<file path="config.mk">
export PLATFORM = sky130hd
export DESIGN_NAME = pushbutton_alu_responder_flat
export DESIGN_NICKNAME = d
export VERILOG_FILES = /design/src/rtl/pushbutton_alu_responder_if.sv /design/src/rtl/pushbutton_alu_responder.sv /design/src/flat_wrapper.sv
export SDC_FILE = /design/constraint.sdc
export NUM_CORES = 1
export LEC_CHECK = 0
export BUFFER_PORTS_ARGS = -buffer_cell sky130_fd_sc_hd__buf_2
export CELL_PAD_IN_SITES_DETAIL_PLACEMENT = 1
export CELL_PAD_IN_SITES_GLOBAL_PLACEMENT = 2
export CORE_MARGIN = 5
export CORE_UTILIZATION = 40
export DETAILED_ROUTE_END_ITERATION = 7
export PLACE_DENSITY = 0.76
export SETUP_SLACK_MARGIN = 0.3
export SLEW_MARGIN = 20
export SYNTH_ARGS = -nofsm -noshare
export SYNTH_HDL_FRONTEND = slang
export SYNTH_SLANG_ARGS = --single-unit
</file>
<file path="constraint.sdc">
create_clock -name clk -period 2.85 [get_ports clk]
set_input_delay 0.57 -clock clk [delete_from_list [all_inputs] [get_ports clk]]
set_output_delay 0.57 -clock clk [all_outputs]
set_load 0.005 [all_outputs]
</file>
<file path="src/rtl/pushbutton_alu_responder_if.sv">
// Board-side bundle for the pushbutton ALU responder: raw buttons and operand
// switches in, registered result and status out.
interface pushbutton_alu_responder_if #(
    parameter int WIDTH = 4
);
    logic             pushbutton_one;
    logic             pushbutton_two;
    logic             pushbutton_three;
    logic             pushbutton_four;
    logic [WIDTH-1:0] A;
    logic [WIDTH-1:0] B;
    logic [WIDTH-1:0] result;
    logic [1:0]       op_code;
    logic             result_valid;
    logic             busy;

    modport master (
        output pushbutton_one, pushbutton_two, pushbutton_three, pushbutton_four,
        output A, B,
        input  result, op_code, result_valid, busy
    );

    modport slave (
        input  pushbutton_one, pushbutton_two, pushbutton_three, pushbutton_four,
        input  A, B,
        output result, op_code, result_valid, busy
    );
endinterface

</file>
<file path="src/rtl/pushbutton_alu_responder.sv">
// Debounces four pushbuttons, captures A/B on the highest-priority press and
// holds the selected ADD/SUB/AND/OR result until the next operation.
module pushbutton_alu_responder #(
    parameter int WIDTH           = 4,
    parameter int DEBOUNCE_CYCLES = 4
) (
    input logic                      clk,
    input logic                      reset,
    pushbutton_alu_responder_if.slave bus
);

    localparam logic [7:0] CNT_MAX = 8'(DEBOUNCE_CYCLES - 1);

    typedef enum logic [1:0] {
        IDLE = 2'b00,
        EXEC = 2'b01,
        DONE = 2'b10
    } state_t;

    logic [3:0]       rawBtn;
    logic [3:0]       sync1_q;
    logic [3:0]       sync2_q;
    logic [3:0]       level_q;
    logic [3:0]       levelPrev_q;
    logic [7:0]       cnt_q [4];
    logic [3:0]       press;
    logic             anyPress;
    logic [1:0]       pressOp;

    state_t           state_q;
    logic [WIDTH-1:0] capA_q;
    logic [WIDTH-1:0] capB_q;
    logic [1:0]       capOp_q;
    logic [WIDTH-1:0] result_q;
    logic [WIDTH-1:0] result_d;
    logic [1:0]       opCode_q;
    logic             valid_q;
    logic             busy_q;

    assign rawBtn = {bus.pushbutton_four, bus.pushbutton_three,
                     bus.pushbutton_two,  bus.pushbutton_one};

    // A level only flips after DEBOUNCE_CYCLES consecutive mismatching samples.
    always_ff @(posedge clk or posedge reset) begin
        if (reset) begin
            sync1_q     <= '0;
            sync2_q     <= '0;
            level_q     <= '0;
            levelPrev_q <= '0;
            for (int i = 0; i < 4; i++) begin
                cnt_q[i] <= '0;
            end
        end else begin
            sync1_q     <= rawBtn;
            sync2_q     <= sync1_q;
            levelPrev_q <= level_q;
            for (int i = 0; i < 4; i++) begin
                if (sync2_q[i] != level_q[i]) begin
                    if (cnt_q[i] == CNT_MAX) begin
                        level_q[i] <= ~level_q[i];
                        cnt_q[i]   <= '0;
                    end else begin
                        cnt_q[i] <= cnt_q[i] + 8'd1;
                    end
                end else begin
                    cnt_q[i] <= '0;
                end
            end
        end
    end

    assign press    = level_q & ~levelPrev_q;
    assign anyPress = |press;

    always_comb begin
        pressOp = 2'b11;
        if (press[0]) begin
            pressOp = 2'b00;
        end else if (press[1]) begin
            pressOp = 2'b01;
        end else if (press[2]) begin
            pressOp = 2'b10;
        end
    end

    // Carry and borrow fall off naturally at WIDTH bits.
    always_comb begin
        result_d = '0;
        case (capOp_q)
            2'b00:   result_d = capA_q + capB_q;
            2'b01:   result_d = capA_q - capB_q;
            2'b10:   result_d = capA_q & capB_q;
            default: result_d = capA_q | capB_q;
        endcase
    end

    always_ff @(posedge clk or posedge reset) begin
        if (reset) begin
            state_q  <= IDLE;
            capA_q   <= '0;
            capB_q   <= '0;
            capOp_q  <= 2'b00;
            result_q <= '0;
            opCode_q <= 2'b00;
            valid_q  <= 1'b0;
            busy_q   <= 1'b0;
        end else begin
            case (state_q)
                IDLE: begin
                    if (anyPress) begin
                        capA_q  <= bus.A;
                        capB_q  <= bus.B;
                        capOp_q <= pressOp;
                        busy_q  <= 1'b1;
                        state_q <= EXEC;
                    end
                end
                EXEC: begin
                    result_q <= result_d;
                    opCode_q <= capOp_q;
                    valid_q  <= 1'b1;
                    state_q  <= DONE;
                end
                DONE: begin
                    // Presses here are dropped; wait for every button to be released.
                    if (level_q == 4'b0000) begin
                        valid_q <= 1'b0;
                        busy_q  <= 1'b0;
                        state_q <= IDLE;
                    end
                end
                default: begin
                    valid_q <= 1'b0;
                    busy_q  <= 1'b0;
                    state_q <= IDLE;
                end
            endcase
        end
    end

    assign bus.result       = result_q;
    assign bus.op_code      = opCode_q;
    assign bus.result_valid = valid_q;
    assign bus.busy         = busy_q;

endmodule

</file>
<file path="src/flat_wrapper.sv">
// flat-port wrapper written by rule: the top's interface ports become plain ports
module pushbutton_alu_responder_flat 
#(
    parameter int WIDTH           = 4,
    parameter int DEBOUNCE_CYCLES = 4
)
  (clk, reset, bus_pushbutton_one, bus_pushbutton_two, bus_pushbutton_three, bus_pushbutton_four, bus_A, bus_B, bus_result, bus_op_code, bus_result_valid, bus_busy);
  pushbutton_alu_responder_if #(.WIDTH(WIDTH)) bus_i ();
  input logic clk;
  input logic reset;
  input wire logic [$bits(bus_i.pushbutton_one)-1:0] bus_pushbutton_one;
  input wire logic [$bits(bus_i.pushbutton_two)-1:0] bus_pushbutton_two;
  input wire logic [$bits(bus_i.pushbutton_three)-1:0] bus_pushbutton_three;
  input wire logic [$bits(bus_i.pushbutton_four)-1:0] bus_pushbutton_four;
  input wire logic [$bits(bus_i.A)-1:0] bus_A;
  input wire logic [$bits(bus_i.B)-1:0] bus_B;
  output wire logic [$bits(bus_i.result)-1:0] bus_result;
  output wire logic [$bits(bus_i.op_code)-1:0] bus_op_code;
  output wire logic [$bits(bus_i.result_valid)-1:0] bus_result_valid;
  output wire logic [$bits(bus_i.busy)-1:0] bus_busy;
  assign bus_i.pushbutton_one = bus_pushbutton_one;
  assign bus_i.pushbutton_two = bus_pushbutton_two;
  assign bus_i.pushbutton_three = bus_pushbutton_three;
  assign bus_i.pushbutton_four = bus_pushbutton_four;
  assign bus_i.A = bus_A;
  assign bus_i.B = bus_B;
  assign bus_result = bus_i.result;
  assign bus_op_code = bus_i.op_code;
  assign bus_result_valid = bus_i.result_valid;
  assign bus_busy = bus_i.busy;
  pushbutton_alu_responder #(.WIDTH(WIDTH), .DEBOUNCE_CYCLES(DEBOUNCE_CYCLES)) u_core (.clk(clk), .reset(reset), .bus(bus_i));
endmodule
</file>
==> impl_metrics.json, run 1 <==
{
  "outcome": "finished clean",
  "ctsRootBufferMaster": "clkbuf_8",
  "clk_latency_ns": 0.34,
  "crit_path_max_fanout": 9,
  "dp.cells": 389,
  "n_antenna_cell": 0,
  "port_buffers": 21,
  "reg2reg_depth": 8,
  "initial_core_util_pct": 40.6,
  "coreArea_sq_mm": 0.00761,
  "layout-drive-gt1-share_pct": 16.8,
  "startpoint": "u_core.capOp_q[0]",
  "routedWlPerCell_um": 14.1,
  "ir_drop_uv": 396,
  "cp_cell_sequence": "and2b_1, mux2_1, inv_1, ha_1, nor2b_1, o21a_1, o2111ai_1, nand3_1",
  "rows": 32,
  "critPathSlowestCell": "dfrtp_1",
  "htree_num_levels": 3,
  "synth-seq-cells": 68,
  "top_level_ports": 22,
  "fin_ws_ns": 0.731,
  "dr.first_iter.drc_count": 49,
  "areaGrowthSynthToFinish_pct": 16.1,
  "p_per_area_mw_per_mm2": 1090,
  "critPathCaptureType": "register",
  "stdcell_count": 405,
  "wirelength_met1_um": 2710,
  "top_layer": "met4",
  "first_global_vias": 2174,
  "vias": 1985,
  "skew_ns": 0.0117,
  "drc_errors": 0,
  "yosysTopAreaCellShare_pct": 55.1,
  "max_freq_ghz": 0.472,
  "dieArea_sq_mm": 0.00957,
  "grt_overflow_total": 0,
  "die_w_um": 97.8,
  "clk_pin_slew_ns": 0.08,
  "fin_setup_tns_ns": 0,
  "crit-reg2reg-launch": "u_core.capOp_q[0]",
  "synthCells": 266,
  "grt_pass1_wl_um": 10200,
  "utilization_pct": 47.1,
  "synth_edf_count": 0,
  "grt_start_max_net_pins": 49,
  "dp_hpwl_um": 4010,
  "antenna_found_initial": 0,
  "rsz0062_at_grt": "false",
  "period_minus_slack_ns": 2.12,
  "die_h_um": 97.8,
  "met3WireLength_um": 188,
  "syn_area_sq_mm": 0.00309,
  "ant_nets": 0,
  "dp_slack_ns": 0.736,
  "ys_seq_area_share_pct": 55.1,
  "place_congestion": 0.776,
  "synth.avg_cell_area_sq_um": 11.6,
  "cp_slowest_stage_delay_ns": 0.50,
  "synth_largest_area_cell": "dfrtp_1",
  "synth-main-ff-cell": "dfrtp_1",
  "tritoncts": "built",
  "cp-start-kind": "register",
  "cts_resized": 0,
  "min_path_type": "primary input to asynchronous set/reset pin",
  "period_share_pct": 74.3,
  "cap_violations": 0,
  "leakage_nw": 1.72,
  "synth_nets": 291,
  "yosys-top-cells-area": "dfrtp_1 55%, xor2_1 6.2%, ha_1 4.1%",
  "slew_headroom_pct": 38.8,
  "path_class": "register to register",
  "fin_nets": 323,
  "slew_viol_final": 0,
  "async_flop_share_pct": 100,
  "ys_warn_count": 0,
  "ff_latch_area_sq_mm": 0.00170,
  "numCtsBuffers": 9,
  "grt_util_all_layers_pct": 13.1,
  "detail_route.first_pass.iterations": 4,
  "clock_sinks": 68,
  "synth_top_cells_by_count": "68 x dfrtp_1, 29 x nor2_1, 22 x xor2_1, 17 x nand2_1, 15 x nand3_1",
  "ys_types": 39,
  "wirelength_um": 5710,
  "cp.required_ns": 3.07,
  "multi_input_area_sq_mm": 0.00133,
  "final_hold_viol_count": 0,
  "cts_setup_buffers": 0,
  "tightest_slew_ns": 0.914,
  "vias_per_cell": 4.90,
  "cts_hold_buf": 0,
  "clockBufferDepth": 2,
  "finalSetupViolCount": 0,
  "yosysMostFrequentCell": "dfrtp_1",
  "fillCellCount": 836,
  "worstPathArrival_ns": 2.34,
  "whs_ns": 0.244,
  "wl_met2_um": 2750
}
## metrics by stage
stage	total power, mW	area, sq um
floorplan	2.56	3090
global placement	2.92	3330
detailed placement	2.96	3330
CTS	3.98	3580
global route	4.22	3580
finish	3.90	3580
## path summary, 6_finish.rpt
kind | end | slack (ns)
worst min register to register | u_core.sync2_q[3] | 0.35
max in group asynchronous | u_core.cnt_q[25] | 2.00
worst max register to register | u_core.bus.result[3] | 0.73
min in group clk | u_core.sync1_q[3] | 0.34
worst max-delay path | u_core.bus.result[3] | 0.73
worst min-delay path | u_core.cnt_q[10] | 0.24
## layout by cell type, fill, tap and decap left out, types with 2 or more instances in the layout
cell | Yosys | layout
dfrtp_1 | 68 | 68
nor2_1 | 29 | 29
xor2_1 | 22 | 22
buf_2 | 1 | 21
nand2_1 | 17 | 17
nand3_1 | 15 | 15
and3_1 | 11 | 11
clkbuf_8 | 0 | 11
xnor2_1 | 10 | 10
ha_1 | 10 | 10
mux2_4 | 7 | 7
inv_1 | 8 | 7
o21ai_1 | 7 | 7
mux2_1 | 7 | 7
nor3_1 | 6 | 6
o21ai_0 | 6 | 6
and2_1 | 5 | 5
nor2b_1 | 4 | 4
o21a_1 | 4 | 4
nor4b_1 | 4 | 4
bufinv_16 | 0 | 3
nor2b_4 | 2 | 2
inv_2 | 1 | 2
maj3_1 | 2 | 2
nand2b_1 | 2 | 2
o2111ai_1 | 2 | 2
nand4_1 | 2 | 2
buf_4 | 0 | 2
## power breakdown
part	internal, mW	switching (mW)
Sequential	1.24	0.273
Combinational	0.707	0.687
Clock	0.629	0.359
Total	2.58	1.32
## logic make-up (layout without fill, tap and decap cells)
logic type,count (synthesis),after routing,share of synthesized area [%]
AND/OR/NAND/NOR,100,100,16.5
flip-flops,68,68,55.1
XOR/XNOR,32,32,9.08
AO/OA/AOI/OAI,25,25,5.76
multiplexers,15,15,6.28
adder cells (fa/ha/maj),13,13,5.35
buffers and inverters,13,50,1.86
## metal layers
metal	GRT usage (%)	up-vias
met3	3.86	7
met4	4.15	0
met5	0	-
li1	-	963
met2	20.8	22
met1	17.2	993
## worst max-delay path, delay by kind of cell (launching register included)
family	cells	cell delay [ns]
AOI/OAI and AO/OA	2	0.33
adders and majority gates	1	0.21
buffers and inverters	1	0.07
DFF	1	0.50
muxes	1	0.39
and+or+nand+nor	3	0.49
## state kept, by name, summed over array words and instances, names as in the netlist, 2 cells and up
signal,flops
u_core.bus.op_code,2
u_core.bus.result,4
u_core.capA_q,4
u_core.capB_q,4
u_core.capOp_q,2
u_core.cnt_q,32
u_core.levelPrev_q,4
u_core.level_q,4
u_core.state_q,2
u_core.sync1_q,4
u_core.sync2_q,4
## final cells by class
cell class                      count  share of cell area (%)
Multi-Input combinational cell    185                    37.0
Sequential cell                    68                    47.5
Inverter                           10                    1.05
Clock buffer                       12                    4.33
Tap cell                          102                    3.56
Timing Repair Buffer               24                    3.91
Clock inverter                      4                    2.65
No activity file was read; power rests on OpenSTA's default activity.
==> run 2: changes to the inputs <==
==> constraint.sdc (replaced) <==
create_clock -name clk -period 2 [get_ports clk]
set_input_delay 0.4 -clock clk [delete_from_list [all_inputs] [get_ports clk]]
set_output_delay 0.4 -clock clk [all_outputs]
set_load 0.005 [all_outputs]
==> run 2 against run 1 <==
Die area is the same. Clock skew rose by 0.0027 ns. Register-to-register slack got worse by 0.62 ns. Clock power increased by 13%. Sequential share of layout area decreased by 2.1 points. First-iteration DRC count decreased by 59%. Largest cell class unchanged. Final cell count grew 3.5%. Via count grew 2.0%. Critical path depth unchanged. Routed wire length increased by 4.9%.
==> impl_metrics.json, run 2 (synthesis gave the netlist of run 1 again) <==
{
  "outcome": "finished clean",
  "drc_errors": 0,
  "max_freq_ghz": 0.528,
  "grt_start_max_net_pins": 27,
  "rsz0062_at_grt": "true",
  "ff2ff_setup_slack_ns": 0.11,
  "coreArea_sq_mm": 0.00761,
  "cp-start-kind": "register",
  "tritoncts": "built",
  "reg2reg_depth": 8,
  "n_antenna_cell": 0,
  "swShare_pct": 34.7,
  "period_minus_slack_ns": 1.89,
  "skew_ns": 0.0144,
  "vias_per_cell": 4.83,
  "cp_cell_sequence": "inv_2, ha_4, mux2_4, buf_6, fa_2, nand2_1, o21ai_1, o21ai_1",
  "rows": 32,
  "numCtsBuffers": 9,
  "clockBufferDepth": 2,
  "critPathSlowestCell": "fa_2",
  "post_dp_cell_area_sq_mm": 0.00341,
  "final_cell_mix": "66 x dfrtp_1, 29 x nor2_1, 22 x xor2_1, 21 x buf_2, 17 x nand2_1",
  "ant_nets": 0,
  "wirelength_um": 5990,
  "cp_slowest_stage_delay_ns": 0.51,
  "final_common_cell": "dfrtp_1",
  "crit_path_max_fanout": 2,
  "ir_drop_uv": 728,
  "areaGrowthSynthToFinish_pct": 21.6,
  "die_w_um": 97.8,
  "grt_pass1_wl_um": 10400,
  "initial_core_util_pct": 40.6,
  "slew_headroom_pct": 58.2,
  "fin_nets": 339,
  "min_path_type": "primary input to asynchronous set/reset pin",
  "dp_slack_ns": 0.0767,
  "cp.required_ns": 2.20,
  "fin_setup_tns_ns": 0,
  "grt_util_all_layers_pct": 13.3,
  "p_per_area_mw_per_mm2": 1560,
  "tightest_slew_ns": 0.626,
  "p_total_mw": 5.87,
  "vias": 2025,
  "leakage_nw": 1.79,
  "period_share_pct": 94.7,
  "utilization_pct": 49.3,
  "crit-reg2reg-launch": "u_core.capB_q[0]",
  "pwr-share-comb_pct": 45.1,
  "worstPathArrival_ns": 2.09,
  "clk_latency_ns": 0.33,
  "largest_reg_flops": 32,
  "ctsRootBufferMaster": "clkbuf_8",
  "dp_hpwl_um": 4170,
  "slew_viol_final": 0,
  "crit_path_frequent_cell": "o21ai_1",
  "dieArea_sq_mm": 0.00957,
  "final_area_sq_mm": 0.00375,
  "htree_num_levels": 3,
  "detail_route.first_pass.iterations": 3,
  "clk_pin_slew_ns": 0.08,
  "first_global_vias": 2230,
  "top_level_ports": 22,
  "dr.first_iter.drc_count": 20,
  "fin_ws_ns": 0.107,
  "place_congestion": 0.769,
  "path_class": "register to register",
  "grt_overflow_total": 0,
  "clock_sinks": 68,
  "finalSetupViolCount": 0,
  "layout-drive-gt1-share_pct": 24.9,
  "r2r-end": "u_core.bus.result[1]",
  "critPathCaptureType": "register",
  "final_hold_viol_count": 0,
  "routedWlPerCell_um": 14.3,
  "cap_violations": 0,
  "internal_power_mw": 3.83,
  "p_clk_share_pct": 19.2,
  "power_switching_mw": 2.04,
  "port_buffers": 21,
  "seq_power_share_pct": 35.8,
  "largest_register": "u_core.cnt_q",
  "die_h_um": 97.8,
  "antenna_found_initial": 0
}
[run 2: cell type report]
| type | instances | area [sq um] |
|---|---|---|
| timing repair buffer | 40 | 302 |
| clock buffer | 12 | 155 |
| clock inverter | 2 | 35.0 |
| fill | 842 | 3850 |
| inverter | 10 | 41.3 |
| tap | 102 | 128 |
| sequential | 68 | 1700 |
| multi-input combinational | 185 | 1390 |
[run 2: worst max path at each step]
stage | end | cells after the start | slack, ns | from
final | u_core.bus.result[1] | 8 | 0.11 | u_core.capB_q[0]
after global routing | u_core.bus.result[1] | 8 | 0.04 | u_core.capB_q[0]
after CTS | u_core.bus.result[3] | 9 | 0.08 | u_core.capB_q[1]
after detailed placement | u_core.bus.result[3] | 9 | 0.08 | u_core.capB_q[0]
after global placement | u_core.bus.result[3] | 9 | 0.12 | u_core.capB_q[0]
after floorplan | u_core.bus.result[3] | 9 | 0.09 | u_core.capOp_q[0]
[run 2: stage by stage]
stage               hold slack [ns]  instances
floorplan                     0.331        266
global placement              0.335        394
detailed placement            0.336        394
CTS                           0.140        409
global route                  0.148        419
finish                        0.144        419
[run 2: repair_timing]
item,4_1_cts,5_1_grt
gates resized for setup,4,14
setup buffers,1,10
hold buffers,0,0
setup endpoints to repair,3,15
gates cloned,0,0
pin swaps,2,4
endpoints found under the hold margin,0,0
[run 2: power by group through the flow]
stage          Clock (mW)  Sequential [mW]  Combinational (mW)
4_1_cts              1.16             2.10                2.35
6_report             1.12             2.10                2.64
3_5_place_dp            0             2.12                2.24
3_3_place_gp            0             2.11                2.17
2_1_floorplan           0             2.08                1.63
5_1_grt              1.23             2.16                2.96
[run 2: worst max-delay path: cells and delay by family (launching register included)]
kind	cells	cell delay, ns
DFF	1	0.39
AOI/OAI and AO/OA	2	0.13
buffers and inverters	2	0.21
adders and majority gates	2	0.71
and+or+nand+nor	1	0.04
muxes	1	0.28
[run 2: layer usage]
layer  part of all wire (%)  track usage [%]  wire length (um)  vias to the layer above
li1                       -                -                 -                      999
met4                   0.55             3.51                33                        0
met3                    3.0             3.71               182                        5
met1                     46             17.1              2760                     1001
met2                     50             22.2              3020                       20
met5                      0                0                 0                        -
==> run 3: changes to the inputs <==
--- a/config.mk
+++ b/config.mk
@@ -9,10 +9,10 @@
 export CELL_PAD_IN_SITES_DETAIL_PLACEMENT = 1
 export CELL_PAD_IN_SITES_GLOBAL_PLACEMENT = 2
 export CORE_MARGIN = 5
-export CORE_UTILIZATION = 40
+export CORE_UTILIZATION = 36
 export DETAILED_ROUTE_END_ITERATION = 7
-export PLACE_DENSITY = 0.76
-export SETUP_SLACK_MARGIN = 0.3
+export PLACE_DENSITY = 0.72
+export SETUP_SLACK_MARGIN = 0.2
 export SLEW_MARGIN = 20
 export SYNTH_ARGS = -nofsm -noshare
 export SYNTH_HDL_FRONTEND = slang
==> constraint.sdc (replaced) <==
create_clock -name clk -period 1.5 [get_ports clk]
set_input_delay 0.3 -clock clk [delete_from_list [all_inputs] [get_ports clk]]
set_output_delay 0.3 -clock clk [all_outputs]
set_load 0.005 [all_outputs]
==> run 3 against run 2 <==
The flow now finishes with violations (negative setup slack). Worst setup slack got worse by 0.48 ns. Global-route usage rose by 0.71 points. Routed wire length rose by 9.8%. Sequential share of layout area fell by 4.0 points. Utilization rose by 0.24 points. First-iteration DRC count rose to 2.7 times the previous value. Die area rose by 9.9%.
==> impl_metrics.json, run 3 (synthesis gave the netlist of run 1 again) <==
{
  "outcome": "finished with violations",
  "violations": "negative setup slack",
  "port_buffers": 21,
  "p_total_mw": 8.64,
  "fin_ws_ns": -0.373,
  "wl_met2_um": 3380,
  "numCtsBuffers": 9,
  "detail_route.first_pass.iterations": 4,
  "finalSetupViolCount": 12,
  "wirelength_met1_um": 2880,
  "vias": 2179,
  "final_hold_viol_count": 0,
  "dr.first_iter.drc_count": 54,
  "rows": 33,
  "top_level_ports": 22,
  "ir_drop_uv": 640,
  "skew_ns": 0.00543,
  "fillCellCount": 886,
  "cp.required_ns": 1.73,
  "met3WireLength_um": 206,
  "areaGrowthSynthToFinish_pct": 33.3,
  "routedWlPerCell_um": 14.7,
  "period_share_pct": 125,
  "clock_sinks": 68,
  "clockBufferDepth": 2,
  "n_antenna_cell": 0,
  "dp_hpwl_um": 4440,
  "place_congestion": 0.758,
  "dp.cells": 416,
  "die_h_um": 103,
  "leakage_nw": 1.95,
  "period_minus_slack_ns": 1.87,
  "whs_ns": 0.0695,
  "whs_path_depth": 1,
  "largest_register": "u_core.cnt_q",
  "ant_nets": 0,
  "max_freq_ghz": 0.534,
  "top_layer": "met5",
  "cp-start-kind": "register",
  "critPathCaptureType": "register",
  "initial_core_util_pct": 37.2,
  "clk_latency_ns": 0.34,
  "tightest_slew_ns": 0.503,
  "utilization_pct": 49.6,
  "min_path_type": "primary input to register",
  "slew_viol_final": 0,
  "largest_reg_flops": 32,
  "fin_nets": 363,
  "rsz0062_at_grt": "true",
  "grt_start_max_net_pins": 27,
  "slew_headroom_pct": 66.4,
  "grt_overflow_total": 0,
  "antenna_found_initial": 1,
  "stdcell_count": 447,
  "grt_pass1_wl_um": 11400,
  "p_per_area_mw_per_mm2": 2100,
  "htree_num_levels": 3,
  "cap_violations": 0,
  "first_global_vias": 2420,
  "vias_per_cell": 4.87,
  "tritoncts": "built",
  "ctsRootBufferMaster": "clkbuf_8",
  "drc_errors": 0,
  "layout-drive-gt1-share_pct": 37.4,
  "reg2reg_depth": 7,
  "final_area_sq_mm": 0.00411,
  "worstPathArrival_ns": 2.10,
  "die_w_um": 103,
  "grt_util_all_layers_pct": 14.0,
  "path_class": "register to register",
  "final_common_cell": "dfrtp_1",
  "coreArea_sq_mm": 0.00830,
  "post_dp_cell_area_sq_mm": 0.00358,
  "clk_pin_slew_ns": 0.07,
  "crit_path_max_fanout": 2,
  "final_cell_mix": "67 x dfrtp_1, 32 x buf_4, 26 x nor2_1, 22 x xor2_1, 21 x buf_2",
  "dieArea_sq_mm": 0.0105,
  "wirelength_um": 6580
}
run 3: repair_timing:
| action | CTS | global route |
|---|---|---|
| pin swaps | 11 | 12 |
| hold buffers | 1 | 0 |
| cloned | 1 | 0 |
| gates resized for setup | 31 | 19 |
| buffers inserted | 11 | 3 |
| endpoints found under the setup margin | 39 | 41 |
| hold endpoints to repair | 10 | 0 |
run 3: critical path: stages (launching register included):
cell	delay (ns)
dfrtp_1	0.39
and2b_2	0.24
mux2_4	0.32
buf_6	0.12
fa_2	0.51
nand2_1	0.04
o21ai_1	0.07
o21ai_1	0.08
run 3: metrics by stage:
step / TNS, ns / setup WS (ns)
finish: -1.63 / -0.373
global route: -2.54 / -0.443
CTS: -1.76 / -0.398
detailed placement: -1.53 / -0.440
global placement: -1.24 / -0.376
floorplan: -1.21 / -0.413
run 3: final timing paths:
check                                         from                   end  slack [ns]
worst min register to register   u_core.sync1_q[1]     u_core.sync2_q[1]        0.35
max in group asynchronous                    reset  u_core.bus.result[2]        0.47
worst max-delay path             u_core.capOp_q[1]  u_core.bus.result[1]       -0.37
worst max register to register   u_core.capOp_q[1]  u_core.bus.result[1]       -0.37
worst min-delay path            bus_pushbutton_two     u_core.sync1_q[1]        0.07
min in group asynchronous                    reset      u_core.cnt_q[27]        0.55
run 3: report_power, final:
group / total [mW] / switching (mW) / internal [mW]
clock network: 1.46 / 0.659 / 0.805
logic: 4.44 / 1.97 / 2.47
registers: 2.74 / 0.374 / 2.36
run 3: per-layer routing:
layer  vias to the layer above  global-route usage (%)
li1                       1041                       -
met1                      1096                    17.6
met2                        29                    23.0
met3                        11                    3.72
met4                         2                    5.85
met5                         -                       0
run 3: final cells by class:
type | count | area [sq um] | share of cell area (%)
Clock buffer | 13 | 149 | 3.62
Clock inverter | 2 | 35.0 | 0.852
Inverter | 10 | 41.3 | 1.00
Multi-Input combinational cell | 185 | 1540 | 37.5
Sequential cell | 68 | 1700 | 41.4
Tap cell | 105 | 131 | 3.19
Timing Repair Buffer | 64 | 510 | 12.4
